File: src/rtl/mmio_timer.sv
// mmio_timer: memory-mapped timer/compare peripheral on the data-memory bus.
// It has a prescaled 32-bit up-counter, a compare match flag, an overflow flag
// and a level interrupt request.
//
// Register map (addr[3:2]):
//   0x0 CTRL    [0] EN, [1] AUTO_RELOAD, [2] IE, [15:8] PRESCALE
//   0x4 COUNT   current count (R/W)
//   0x8 COMPARE match value (R/W)
//   0xC STATUS  [0] MATCH, [1] OVF (write-1-to-clear)
//
// Ports:
//   clk, rst_n    clock, asynchronous active-low reset
//   ce, we        bus strobe and write enable from the core
//   addr, sel     byte address and big-endian byte-lane enables
//   data_i        write data
//   data_o        read data, combinational, 0 unless a read hits this block
//   hit_o         ce & address match, steers the core's read mux
//   irq_o         IE & (MATCH | OVF), decoded from registers only
`timescale 1ns/1ps
module mmio_timer #(
  parameter logic [31:0] BASE_ADDR     = 32'h1000_0000,
  parameter logic [31:0] RESET_COMPARE = 32'hFFFF_FFFF
) (
  input  logic        clk,
  input  logic        rst_n,
  input  logic        ce,
  input  logic        we,
  input  logic [31:0] addr,
  input  logic [3:0]  sel,
  input  logic [31:0] data_i,
  output logic [31:0] data_o,
  output logic        hit_o,
  output logic        irq_o
);

  // Merge new data into an old word, one byte lane per sel bit.
  function automatic logic [31:0] merge_lanes(input logic [31:0] old_val,
                                              input logic [31:0] new_val,
                                              input logic [3:0]  lanes);
    logic [31:0] res;
    res = old_val;
    for (int i = 0; i < 4; i++) begin
      if (lanes[i]) begin
        res[8*i +: 8] = new_val[8*i +: 8];
      end else begin
        res[8*i +: 8] = old_val[8*i +: 8];
      end
    end
    return res;
  endfunction

  logic        ctrl_en_r;
  logic        ctrl_ar_r;
  logic        ctrl_ie_r;
  logic [7:0]  prescale_r;
  logic [31:0] count_r;
  logic [31:0] compare_r;
  logic        match_r;
  logic        ovf_r;
  logic [7:0]  pre_cnt_r;

  logic        hit_s;
  logic        wr_s;
  logic        wr_ctrl_s;
  logic        wr_count_s;
  logic        wr_compare_s;
  logic        wr_status_s;
  logic [31:0] ctrl_word_s;
  logic [31:0] ctrl_new_s;
  logic [31:0] count_wdata_s;
  logic [31:0] compare_wdata_s;
  logic        tick_s;
  logic        cmp_eq_s;
  logic        set_match_s;
  logic        set_ovf_s;
  logic        clr_match_s;
  logic        clr_ovf_s;
  logic [31:0] count_next_s;
  logic [31:0] rdata_s;

  assign hit_s        = ce & (addr[31:4] == BASE_ADDR[31:4]);
  assign wr_s         = hit_s & we;
  assign wr_ctrl_s    = wr_s & (addr[3:2] == 2'd0);
  assign wr_count_s   = wr_s & (addr[3:2] == 2'd1);
  assign wr_compare_s = wr_s & (addr[3:2] == 2'd2);
  assign wr_status_s  = wr_s & (addr[3:2] == 2'd3);

  assign ctrl_word_s     = {16'h0000, prescale_r, 5'b00000, ctrl_ie_r, ctrl_ar_r, ctrl_en_r};
  assign ctrl_new_s      = merge_lanes(ctrl_word_s, data_i, sel);
  assign count_wdata_s   = merge_lanes(count_r, data_i, sel);
  assign compare_wdata_s = merge_lanes(compare_r, data_i, sel);

  assign tick_s      = ctrl_en_r & (pre_cnt_r == prescale_r);
  assign cmp_eq_s    = (count_r == compare_r);
  // A compare match takes priority over overflow, even at COMPARE = all ones.
  assign set_match_s = tick_s & cmp_eq_s;
  assign set_ovf_s   = tick_s & ~cmp_eq_s & (count_r == 32'hFFFF_FFFF);
  assign clr_match_s = wr_status_s & sel[0] & data_i[0];
  assign clr_ovf_s   = wr_status_s & sel[0] & data_i[1];

  // Bits the decode deliberately ignores.
  logic unused_s;
  assign unused_s = &{1'b0, addr[1:0], ctrl_new_s[31:16], ctrl_new_s[7:3]};

  // Next COUNT: a bus write beats the tick; match is judged on the pre-write value.
  always_comb begin
    count_next_s = count_r;
    if (wr_count_s) begin
      count_next_s = count_wdata_s;
    end else if (tick_s) begin
      if (cmp_eq_s) begin
        count_next_s = ctrl_ar_r ? 32'h0000_0000 : count_r + 32'd1;
      end else if (count_r == 32'hFFFF_FFFF) begin
        count_next_s = 32'h0000_0000;
      end else begin
        count_next_s = count_r + 32'd1;
      end
    end else begin
      count_next_s = count_r;
    end
  end

  // CTRL register fields.
  always_ff @(posedge clk or negedge rst_n) begin
    if (!rst_n) begin
      ctrl_en_r  <= 1'b0;
      ctrl_ar_r  <= 1'b0;
      ctrl_ie_r  <= 1'b0;
      prescale_r <= 8'h00;
    end else if (wr_ctrl_s) begin
      ctrl_en_r  <= ctrl_new_s[0];
      ctrl_ar_r  <= ctrl_new_s[1];
      ctrl_ie_r  <= ctrl_new_s[2];
      prescale_r <= ctrl_new_s[15:8];
    end else begin
      ctrl_en_r  <= ctrl_en_r;
      ctrl_ar_r  <= ctrl_ar_r;
      ctrl_ie_r  <= ctrl_ie_r;
      prescale_r <= prescale_r;
    end
  end

  // Prescaler: held at 0 while disabled, restarted by any CTRL write.
  always_ff @(posedge clk or negedge rst_n) begin
    if (!rst_n) begin
      pre_cnt_r <= 8'h00;
    end else if (wr_ctrl_s || !ctrl_en_r || tick_s) begin
      pre_cnt_r <= 8'h00;
    end else begin
      pre_cnt_r <= pre_cnt_r + 8'd1;
    end
  end

  // COUNT and COMPARE registers.
  always_ff @(posedge clk or negedge rst_n) begin
    if (!rst_n) begin
      count_r   <= 32'h0000_0000;
      compare_r <= RESET_COMPARE;
    end else begin
      count_r   <= count_next_s;
      compare_r <= wr_compare_s ? compare_wdata_s : compare_r;
    end
  end

  // STATUS flags: a hardware set wins over a same-cycle write-1-to-clear.
  always_ff @(posedge clk or negedge rst_n) begin
    if (!rst_n) begin
      match_r <= 1'b0;
      ovf_r   <= 1'b0;
    end else begin
      match_r <= set_match_s ? 1'b1 : (clr_match_s ? 1'b0 : match_r);
      ovf_r   <= set_ovf_s   ? 1'b1 : (clr_ovf_s   ? 1'b0 : ovf_r);
    end
  end

  // Zero-latency read mux.
  always_comb begin
    rdata_s = 32'h0000_0000;
    if (hit_s && !we) begin
      case (addr[3:2])
        2'd0:    rdata_s = ctrl_word_s;
        2'd1:    rdata_s = count_r;
        2'd2:    rdata_s = compare_r;
        2'd3:    rdata_s = {30'h0000_0000, ovf_r, match_r};
        default: rdata_s = 32'h0000_0000;
      endcase
    end else begin
      rdata_s = 32'h0000_0000;
    end
  end

  assign data_o = rdata_s;
  assign hit_o  = hit_s;
  assign irq_o  = ctrl_ie_r & (match_r | ovf_r);

endmodule
File: config.mk
export PLATFORM = sky130hd
export DESIGN_NAME = mmio_timer
export DESIGN_NICKNAME = d
export VERILOG_FILES = /design/src/rtl/mmio_timer.sv
export SDC_FILE = /design/constraint.sdc
export NUM_CORES = 1
export LEC_CHECK = 0
export BUFFER_PORTS_ARGS = -buffer_cell sky130_fd_sc_hd__buf_2
export CAP_MARGIN = 20
export CORE_AREA = 2 2 162 149
export CTS_BUF_LIST = sky130_fd_sc_hd__clkbuf_2
export DETAILED_ROUTE_END_ITERATION = 7
export DIE_AREA = 0 0 164 151
export GPL_TIMING_DRIVEN = 1
export SLEW_MARGIN = 10
export SYNTH_ARGS = -nofsm -noshare
export SYNTH_HDL_FRONTEND = slang
export SYNTH_SLANG_ARGS = --single-unit
File: constraint.sdc
create_clock -name clk -period 2.8 [get_ports clk]
set_input_delay 0.7 -clock clk [delete_from_list [all_inputs] [get_ports clk]]
set_output_delay 0.7 -clock clk [all_outputs]
set_load 0.03 [all_outputs]
# ---- Word level (Yosys, flattened, before mapping)
# Index checks and enable logic that the tools add are counted.
dict set report totals {
  rom_bits 0
  elab_cells 79
  n_memories 0
  input_bits 72
  register_bits 85
  mem_bits_rw 0
  latch_bits 0
  out_inout_bits 34
}
dict set report op_classes {
  div_mod_pow 0
  n_addsub 2
  muxes 16
  shifts 0
  reduce_logical 19
  eq_ne 11
  bitwise_logic 16
  order_cmp 0
  multipliers 0
}
# operator n
set ops {}
lappend ops {{$mux W32} 6}
lappend ops {{$pmux W32 S4} 1}
lappend ops {{$mux W8} 5}
lappend ops {{$add A32 B1 Y32 const B} 1}
lappend ops {{$eq A32 B32 Y1} 1}
lappend ops {{$eq A32 B32 Y1 const B} 1}
lappend ops {{$eq A28 B25 Y1 const B} 1}
lappend ops {{$reduce_and A2 Y1} 10}
lappend ops {{$and A1 B1 Y1} 14}
lappend ops {{$add A8 B1 Y8 const B} 1}
lappend ops {{$eq A8 B8 Y1} 1}
lappend ops {{$ne A2 B2 Y1 const B} 4}
lappend ops {{$reduce_bool A2 Y1} 3}
lappend ops {{$eq A2 B2 Y1 const B} 2}
lappend ops {{$mux W1} 4}
lappend ops {{$eq A2 B1 Y1 const B} 1}
lappend ops {{$logic_not A1 Y1} 2}
lappend ops {{$logic_not A2 Y1} 1}
lappend ops {{$logic_or A1 B1 Y1} 2}
lappend ops {{$logic_and A1 B1 Y1} 1}
lappend ops {{$not A1 Y1} 1}
lappend ops {{$or A1 B1 Y1} 1}

# ---- Longest topological paths before layout
# Gate-level depths: netlist (run 1).
dict set report logic_depth {
  ltp_word 8
  ltp_mapped 10
  mapped_depth_nobuf 8
}

# ---- Least setup slack after synthesis (run 1)
# OpenSTA, ideal clock, no wires.
dict set report synth_path {
  path_type {input to output}
  startpoint {in addr[4]}
  endpoint {out data_o[10]}
  arrival_time_ns 2.803
  path_buffers 1
  required_time_ns 2.100
  path_stages 6
  path_slack_ns -0.703
  cell_sequence {or4_4 > or3_4 > nor3_4 > nand2b_1 > clkbuf_1 > nor2_1}
}
dict set report synth_via {
  elab_chain_len 4
}
# item line
set synth_lines {}
lappend synth_lines {{start: declaration} 28} ;# input logic [31:0] addr,
lappend synth_lines {{$eq A28 B25 Y1} 81} ;# assign hit_s = ce & (addr[31:4] == BASE_ADDR[31:4]);
lappend synth_lines {{$and A1 B1 Y1} 81}
lappend synth_lines {{net hit_o} 32} ;# output logic hit_o,
lappend synth_lines {{$logic_and A1 B1 Y1} 179} ;# if (hit_s && !we) begin
lappend synth_lines {{$mux W32} 179}
lappend synth_lines {{end: declaration} 31} ;# output logic [31:0] data_o,
# The timed path passes the listed nets, and every way through them passes these cells.

# ---- Final worst setup path (run 1)
dict set report layout_path {
  startpoint {in addr[4]}
  endpoint {out data_o[12]}
}
dict set report layout_via {
  elab_chain_len 4
}
# item line
set layout_lines {}
lappend layout_lines {{$eq A28 B25 Y1} 81}
lappend layout_lines {{$and A1 B1 Y1} 81}
lappend layout_lines {{$logic_and A1 B1 Y1} 179}
lappend layout_lines {{$mux W32} 179}
# No other way between the ends.

==> impl_metrics.env, run 1 <==
export IMPL_cts_buffer_depth=2
export IMPL_grt_max_degree=39
export IMPL_maxCapViolCount=0
export IMPL_ant_nets=0
export IMPL_io_buffer_count=103
export IMPL_place_inst=1103
export IMPL_synth_main_ff_cell="dfrtp_1"
export IMPL_overflow=0
export IMPL_firstDrtPassIters=8
export IMPL_via_per_inst=4.96
export IMPL_instances_no_fill=1138
export IMPL_die_area_sq_um=24800
export IMPL_rows=53
export IMPL_worstPathRequired_ns=2.10
export IMPL_synth_top_cell_by_area="dfrtp_1"
export IMPL_cp_max_fo=10
export IMPL_worst_setup_path_start_kind="primary input"
export IMPL_die_h_um=151
export IMPL_synth_distinct_cells=66
export IMPL_wl_per_cell_um=17.5
export IMPL_drtIter0Drc=517
export IMPL_violations="negative setup slack"
export IMPL_setup_viol=33
export IMPL_cts_buffers=9
export IMPL_synthArstFlopShare_pct=100
export IMPL_cts_root_buf="clkbuf_2"
export IMPL_cts_tree="built"
export IMPL_synth_area_leaders="dfrtp_1 (23%), dfstp_2 (15%), mux2_2 (8.5%), xor2_1 (5.5%), nor2_1 (4.3%)"
export IMPL_gp_congestion=0.962
export IMPL_synth_cells=612
export IMPL_cts_clk_slew_worst_paths_ns=0.24
export IMPL_synth_edf_count=0
export IMPL_initial_core_util_pct=24.7
export IMPL_power_leakage_nw=3.74
export IMPL_timing_final_crit_share_pct=112
export IMPL_rsz0062_at_grt="true"
export IMPL_synth_seq_area_share_pct=38.1
export IMPL_power_density_nw_per_um2=261
export IMPL_path_class="in2out"
export IMPL_outcome="complete, but fails checks"
export IMPL_yosysWarnings=0
export IMPL_nNetsFinal=905
export IMPL_holdWs_ns=0.336
export IMPL_syn_to_final_growth_pct=47.7
export IMPL_final_setup_skew_ns=0.0241
export IMPL_grt_pass1_wl_mm=31.2
export IMPL_ir_drop_mv=0.147
export IMPL_wl_mm=19.9
export IMPL_avgSynthCellArea_sq_um=9.29
export IMPL_place_detailed_hpwl_mm=15.9
export IMPL_ys_ff_latch=85
export IMPL_endpoint_kind="output port"
export IMPL_fmax_mhz=319
export IMPL_final_min_clock_period_ns=3.13
export IMPL_worst_slew_margin_rel_pct=69.1
export IMPL_reg2reg_depth=12
export IMPL_fin_util_pct=36.5
export IMPL_h_tree_depth=3
export IMPL_drc=0
export IMPL_hold_viol=0
export IMPL_cts_sinks=85
export IMPL_final_common_cell="buf_4"
export IMPL_synth_top_cell_area_share_pct=23.3
export IMPL_syn_num_nets=686
export IMPL_pre_cts_ws_ns=-0.465
export IMPL_top_level_ports=106
export IMPL_core_sq_um=23000
export IMPL_syn_area_sq_um=5690
export IMPL_num_antenna_cells=0
export IMPL_max_slew_worst_pin_slew_ns=0.461
export IMPL_clock_latency_ns=0.62
export IMPL_layout_setup_ws_ns=-0.334
export IMPL_worstPathArrival_ns=2.43
export IMPL_final_max_slew_viol_count=0
export IMPL_track_usage_pct=16.5
export IMPL_hold_class="in2reg"
export IMPL_grt_pass1_vias=5657
export IMPL_antenna_found_initial=0
export IMPL_final_cell_mix="buf_4 (132), buf_2 (68), dfrtp_1 (53)"
export IMPL_holdPathStages=2
export IMPL_drive_gt1_share_pct=49.9
export IMPL_fp_dieW_um=164
export IMPL_route_vias_total=5650
==> stage by stage <==
stage          total power, mW  area, sq um  setup TNS, ns
6_report                  2.19         8400         -10.21
3_5_place_dp              1.44         7820         -28.26
4_1_cts                   2.23         8260         -10.85
2_1_floorplan             1.31         6060         -26.16
5_1_grt                   2.28         8400         -13.30
3_3_place_gp              1.44         7820         -25.97
==> synth_stat cells, drive strengths merged, types with 17 or more instances <==
| cell type | instances |
|---|---|
| a21oi | 18 |
| a22oi | 27 |
| clkbuf | 31 |
| dfrtp | 53 |
| dfstp | 32 |
| inv | 17 |
| mux2 | 43 |
| nand2 | 47 |
| nand3 | 32 |
| nor2 | 65 |
| nor4 | 17 |
| xor2 | 36 |
==> per-layer routing <==
layer / track usage, % / routed length [um] / up-vias / share of wire [%]
met1: 22.9 / 9280 / 2730 / 47
met3: 3.37 / 1220 / 32 / 6.1
met5: 0 / 0 / - / 0
met2: 25.4 / 8960 / 192 / 45
met4: 5.53 / 479 / 0 / 2.4
li1: - / - / 2696 / -
==> registers in the layout, summed over array words and instances (netlist names) <==
| name | count |
|---|---|
| ctrl_en_r | 1 |
| count_r | 32 |
| prescale_r | 8 |
| pre_cnt_r | 8 |
| ctrl_ie_r | 1 |
| match_r | 1 |
| compare_r | 32 |
| ovf_r | 1 |
| ctrl_ar_r | 1 |
==> worst max-delay path, stage by stage <==
cell      delay [ns]
buf_6           0.09
or4_4           0.53
or3_4           0.35
nor3_4          0.18
nand2b_4        0.16
buf_12          0.19
nor2_4          0.09
buf_6           0.13
==> area by class of cell <==
class | count | area (sq um)
clock inverter | 7 | 98.8
multi-input combinational | 465 | 3630
timing repair buffer | 253 | 2010
clock buffer | 9 | 45.0
fill | 2304 | 14600
inverter | 17 | 63.8
tap | 302 | 378
sequential | 85 | 2170
==> timing repair <==
| item | in CTS | in global routing |
|---|---|---|
| endpoints found under the setup margin | 39 | 45 |
| pin swaps | 6 | 15 |
| resized for setup | 74 | 13 |
| hold endpoints to repair | 21 | 0 |
| setup buffers | 7 | 15 |
| hold buffers | 1 | 0 |
==> path summary, 6_finish.rpt <==
path	from	end	slack [ns]
min reg2reg	pre_cnt_r[0]	pre_cnt_r[0]	0.55
max reg2reg	compare_r[9]	count_r[13]	0.09
min	data_i[16]	count_r[16]	0.34
max in group asynchronous	rst_n	compare_r[26]	1.59
max	addr[4]	data_o[12]	-0.33
min in group asynchronous	rst_n	pre_cnt_r[0]	0.52
==> kinds of logic after synthesis <==
logic type	share of synthesized area, %
fa+ha+maj	0.440
buf+inv	4.64
flops	38.1
simple gates	23.6
compound gates	14.4
xor+xnor	7.24
mux	11.6
==> power by group <==
part           switching (mW)  leakage, nW  internal [mW]
clock network           0.470       0.0841          0.301
registers          0.00000770        0.992           1.23
logic                   0.111         2.67         0.0776
total                   0.582         3.74           1.61
Note: power is estimated with default switching activity, not from simulation.
==> inputs of run 2 (changes only) <==
Settings changed: CELL_PAD_IN_SITES_DETAIL_PLACEMENT set to 1, CELL_PAD_IN_SITES_GLOBAL_PLACEMENT set to 1, PLACE_DENSITY_LB_ADDON set to 0.1, REMOVE_ABC_BUFFERS set to 1.
Clock period 2.8 ns to 3.9 ns, I/O delays scaled along.
==> run 2 against run 1 <==
Die area is the same. Worst setup slack gained 0.46 ns. Total power shrank 32%. Register-to-register slack gained 0.21 ns. Largest power group unchanged. The run now ends clean. Non-clock buffer count shrank 111. Highest routed layer unchanged. Sequential share of layout area grew 6.1 points. Routed wire length grew 11%. Global-route usage grew 2.0 points.
==> impl_metrics.env, run 2 (synthesis results as in run 1) <==
export IMPL_endpoint_kind="output port"
export IMPL_h_tree_depth=3
export IMPL_fp_dieW_um=164
export IMPL_cts_resized=0
export IMPL_gp_congestion=0.793
export IMPL_drtIter0Drc=339
export IMPL_die_area_sq_um=24800
export IMPL_worstPathRequired_ns=2.92
export IMPL_ant_nets=0
export IMPL_hold_viol=0
export IMPL_cts_tree="built"
export IMPL_outcome="finished, final reports clean"
export IMPL_cts_clk_slew_worst_paths_ns=0.26
export IMPL_final_min_clock_period_ns=3.78
export IMPL_cp_max_fo=12
export IMPL_worst_slew_margin_rel_pct=31.1
export IMPL_top_level_ports=106
export IMPL_pwr_share_clk_pct=32.7
export IMPL_maxCapViolCount=0
export IMPL_rsz0062_at_grt="false"
export IMPL_track_usage_pct=18.4
export IMPL_syn_to_final_growth_pct=19.6
export IMPL_reg_largest_list="compare_r (32), count_r (32)"
export IMPL_switching_share_pct=27.7
export IMPL_drc=0
export IMPL_firstDrtPassIters=5
export IMPL_final_setup_skew_ns=0.0283
export IMPL_final_max_slew_viol_count=0
export IMPL_total_power_mw=1.49
export IMPL_power_internal_mw=1.08
export IMPL_overflow=0
export IMPL_via_per_inst=5.08
export IMPL_clock_latency_ns=0.61
export IMPL_power_leakage_nw=3.05
export IMPL_power_density_nw_per_um2=219
export IMPL_antenna_found_initial=1
export IMPL_path_class="in2out"
export IMPL_cts_buffer_depth=2
export IMPL_grt_max_degree=48
export IMPL_worstPathArrival_ns=2.80
export IMPL_nNetsFinal=794
export IMPL_worst_setup_path_start_kind="primary input"
export IMPL_pwr_share_comb_pct=8.0
export IMPL_place_area_sq_um=6690
export IMPL_grt_pass1_wl_mm=33.9
export IMPL_cts_root_buf="clkbuf_2"
export IMPL_route_vias_total=5226
export IMPL_timing_final_crit_share_pct=96.9
export IMPL_io_buffer_count=103
export IMPL_fmax_mhz=265
export IMPL_place_detailed_hpwl_mm=17.1
export IMPL_core_sq_um=23000
export IMPL_setup_viol=0
export IMPL_layout_setup_ws_ns=0.122
export IMPL_max_slew_worst_pin_slew_ns=1.03
export IMPL_final_cell_mix="buf_2 (102), nor2_1 (65), dfrtp_1 (53), nand2_1 (47), mux2_2 (43)"
export IMPL_cts_sinks=85
export IMPL_wl_per_cell_um=21.4
export IMPL_initial_core_util_pct=24.7
export IMPL_final_area_sq_um=6800
export IMPL_finalSetupTns_ns=0
export IMPL_hold_class="in2async"
export IMPL_post_cts_buffers=0
export IMPL_grt_pass1_vias=5400
export IMPL_hold_buffers=0
export IMPL_final_common_cell="buf_2"
export IMPL_rows=53
export IMPL_pre_cts_ws_ns=0.122
export IMPL_switchingPower_uw=414
export IMPL_p_seq_share_pct=59.3
export IMPL_wl_mm=22.0
export IMPL_ir_drop_mv=0.104
export IMPL_drive_gt1_share_pct=35.0
export IMPL_cts_buffers=9
export IMPL_die_h_um=151
-- run 2: routing by layer --
layer | vias to the layer above | global-route usage [%] | share of wire, %
met4 | 0 | 4.17 | 1.2
li1 | 2458 | - | -
met5 | - | 0 | 0
met1 | 2634 | 26.4 | 49
met2 | 120 | 29.3 | 45
met3 | 14 | 2.82 | 4.4
-- run 2: through the flow --
stage / util [%] / instances / hold slack [ns]
global placement: 29.1 / 1011 / 0.509
global route: 29.6 / 1028 / 0.341
floorplan: - / 567 / 0.453
detailed placement: 29.1 / 1011 / 0.508
CTS: 29.5 / 1027 / 0.290
finish: 29.6 / 1028 / 0.337
-- run 2: final timing paths --
check                            from             to  slack [ns]  cells after the start
setup / recovery              addr[4]     data_o[28]        0.12                      8
hold reg to reg                 ovf_r          ovf_r        0.55                      2
hold / removal                  rst_n     count_r[2]        0.34                      1
max in group asynchronous       rst_n  compare_r[13]        2.72                      2
min in group clk                ovf_r          ovf_r        0.55                      2
setup reg to reg           count_r[9]    count_r[23]        0.30                      7
-- run 2: worst max-delay path, cell delays in order --
cell,delay [ns]
buf_2,0.10
or4_4,0.54
or3_4,0.35
nor3_4,0.13
nand2b_1,0.14
buf_4,0.21
nor2_1,0.13
buf_2,0.21
-- run 2: area by class of cell --
type / count / area, sq um
diodes: 1 / 2.50
fillers: 2705 / 16200
well taps: 302 / 378
clock inverters: 5 / 51.3
multi-input cells: 465 / 3260
repair buffers: 142 / 823
flip-flops and latches: 85 / 2170
clock buffers: 11 / 55.1
inverters: 17 / 63.8
-- run 2: power groups by stage --
stage | Clock (mW) | Combinational, mW | Sequential (mW)
3_3_place_gp | 0 | 0.120 | 0.898
5_1_grt | 0.548 | 0.132 | 0.886
4_1_cts | 0.522 | 0.122 | 0.886
3_5_place_dp | 0 | 0.122 | 0.898
2_1_floorplan | 0 | 0.0246 | 0.899
6_report | 0.488 | 0.119 | 0.885
==> inputs of run 3 (changes only) <==
Settings changed: RECOVER_POWER set to 50.
==> run 3 against run 2 <==
The flow now finishes with violations (max-capacitance violations, max-slew violations). Worst setup slack barely moved. Sequential power about the same. Cell count did not move. Highest routed layer unchanged. Clock power barely moved. Fmax barely moved.
==> impl_metrics.env, run 3 (synthesis results as in run 1) <==
export IMPL_hold_class="reg2reg"
export IMPL_route_vias_total=5283
export IMPL_place_inst=1011
export IMPL_cp_slowest_cell="or4_4"
export IMPL_firstDrtPassIters=5
export IMPL_worst_path_most_repeated_cell="buf_2"
export IMPL_core_sq_um=23000
export IMPL_critPathMaxStageDelay_ns=0.54
export IMPL_power_leakage_nw=3.03
export IMPL_final_common_cell="buf_2"
export IMPL_gp_congestion=0.793
export IMPL_violations="max-capacitance violations, max-slew violations"
export IMPL_maxCapViolCount=1
export IMPL_met3_length_mm=1.04
export IMPL_switching_share_pct=27.7
export IMPL_fp_dieW_um=164
export IMPL_met2_length_mm=9.97
export IMPL_cts_root_buf="clkbuf_2"
export IMPL_worst_slew_margin_rel_pct=-86.3
export IMPL_cp_max_fo=12
export IMPL_worstPathRequired_ns=2.92
export IMPL_fmax_mhz=265
export IMPL_rsz0062_at_grt="false"
export IMPL_power_density_nw_per_um2=220
export IMPL_drive_gt1_share_pct=34.5
export IMPL_final_cell_mix="buf_2 (101), nor2_1 (65), dfrtp_1 (53), nand2_1 (47), mux2_2 (43)"
export IMPL_switchingPower_uw=412
export IMPL_drc=0
export IMPL_timing_final_crit_share_pct=96.9
export IMPL_power_internal_mw=1.08
export IMPL_place_detailed_hpwl_mm=17.1
export IMPL_overflow=0
export IMPL_grt_max_degree=48
export IMPL_pwr_share_clk_pct=32.6
export IMPL_total_power_mw=1.49
export IMPL_pwr_share_comb_pct=7.9
export IMPL_post_cts_buffers=0
export IMPL_worstPathArrival_ns=2.80
export IMPL_crit_path_cell_trace="buf_2, or4_4, or3_4, nor3_4, nand2b_1, buf_4, nor2_1, buf_2"
export IMPL_final_min_clock_period_ns=3.78
export IMPL_reg_largest_list="compare_r (32), count_r (32)"
export IMPL_cts_clk_slew_worst_paths_ns=0.23
export IMPL_endpoint_kind="output port"
export IMPL_final_max_slew_viol_count=48
export IMPL_wl_mm=22.0
export IMPL_track_usage_pct=18.4
export IMPL_h_tree_depth=3
export IMPL_syn_to_final_growth_pct=19.3
export IMPL_via_per_inst=5.14
export IMPL_hold_buffers=0
export IMPL_grt_pass1_wl_mm=33.9
export IMPL_layout_setup_ws_ns=0.122
export IMPL_ir_drop_mv=0.104
export IMPL_grt_pass1_vias=5400
export IMPL_die_h_um=151
export IMPL_critPathTopFamily="simple AND/OR/NAND/NOR gates"
export IMPL_setup_viol=0
export IMPL_hold_viol=0
export IMPL_drtIter0Drc=319
export IMPL_final_setup_skew_ns=0.0246
export IMPL_nNetsFinal=794
export IMPL_worst_setup_path_start_kind="primary input"
export IMPL_cts_buffer_depth=2
export IMPL_wl_per_cell_um=21.4
export IMPL_cts_buffers=9
export IMPL_fin_util_pct=29.5
export IMPL_die_area_sq_um=24800
export IMPL_pre_cts_ws_ns=0.122
export IMPL_wirelength_met1_mm=10.7
export IMPL_clock_latency_ns=0.61
export IMPL_initial_core_util_pct=24.7
export IMPL_path_class="in2out"
export IMPL_top_layer="met4"
export IMPL_outcome="complete, but fails checks"
export IMPL_holdWs_ns=0.559
export IMPL_rows=53
export IMPL_ant_nets=0
export IMPL_cts_sinks=85
export IMPL_antenna_found_initial=1
export IMPL_instances_no_fill=1028
export IMPL_critPathBufInv=3
export IMPL_io_buffer_count=103
export IMPL_cts_resized=0
export IMPL_fillCellCount=2705
export IMPL_max_slew_worst_pin_slew_ns=2.80
export IMPL_cts_tree="built"
export IMPL_p_seq_share_pct=59.4
export IMPL_top_level_ports=106
-- run 3: final cells by class --
cell class	count	area (sq um)	area share [%]
clock buffers	11	55.1	0.812
clock inverters	5	51.3	0.756
flip-flops and latches	85	2170	31.9
diodes	1	2.50	0.0369
repair buffers	142	806	11.9
inverters	17	63.8	0.941
multi-input cells	465	3260	48.1
well taps	302	378	5.57
-- run 3: path summary, 6_finish.rpt --
| check | from | endpoint | slack, ns | cells past startpoint |
|---|---|---|---|---|
| worst min-delay path | pre_cnt_r[0] | pre_cnt_r[0] | 0.56 | 1 |
| worst max register to register | count_r[9] | count_r[17] | 0.26 | 7 |
| max in group asynchronous | rst_n | compare_r[13] | 0.93 | 2 |
| worst max-delay path | addr[4] | data_o[28] | 0.12 | 8 |
| worst min register to register | pre_cnt_r[0] | pre_cnt_r[0] | 0.56 | 1 |
| min in group asynchronous | rst_n | count_r[2] | 1.22 | 1 |
-- run 3: metal layers --
layer	vias to the layer above	GRT usage, %
met2	137	29.3
met4	0	4.17
met1	2668	26.4
li1	2464	-
met5	-	0
met3	14	2.82
-- run 3: power by group through the flow --
stage	clock network, mW	logic [mW]	registers (mW)
2_1_floorplan	0	0.0246	0.899
3_3_place_gp	0	0.120	0.898
3_5_place_dp	0	0.122	0.898
4_1_cts	0.522	0.122	0.886
5_1_grt	0.548	0.131	0.886
6_report	0.486	0.118	0.885
-- run 3: stage by stage --
stage | setup TNS [ns] | instance area (sq um)
2_1_floorplan | -14.33 | 5490
3_3_place_gp | 0 | 6690
3_5_place_dp | 0 | 6690
4_1_cts | 0 | 6800
5_1_grt | 0 | 6780
6_report | 0 | 6780
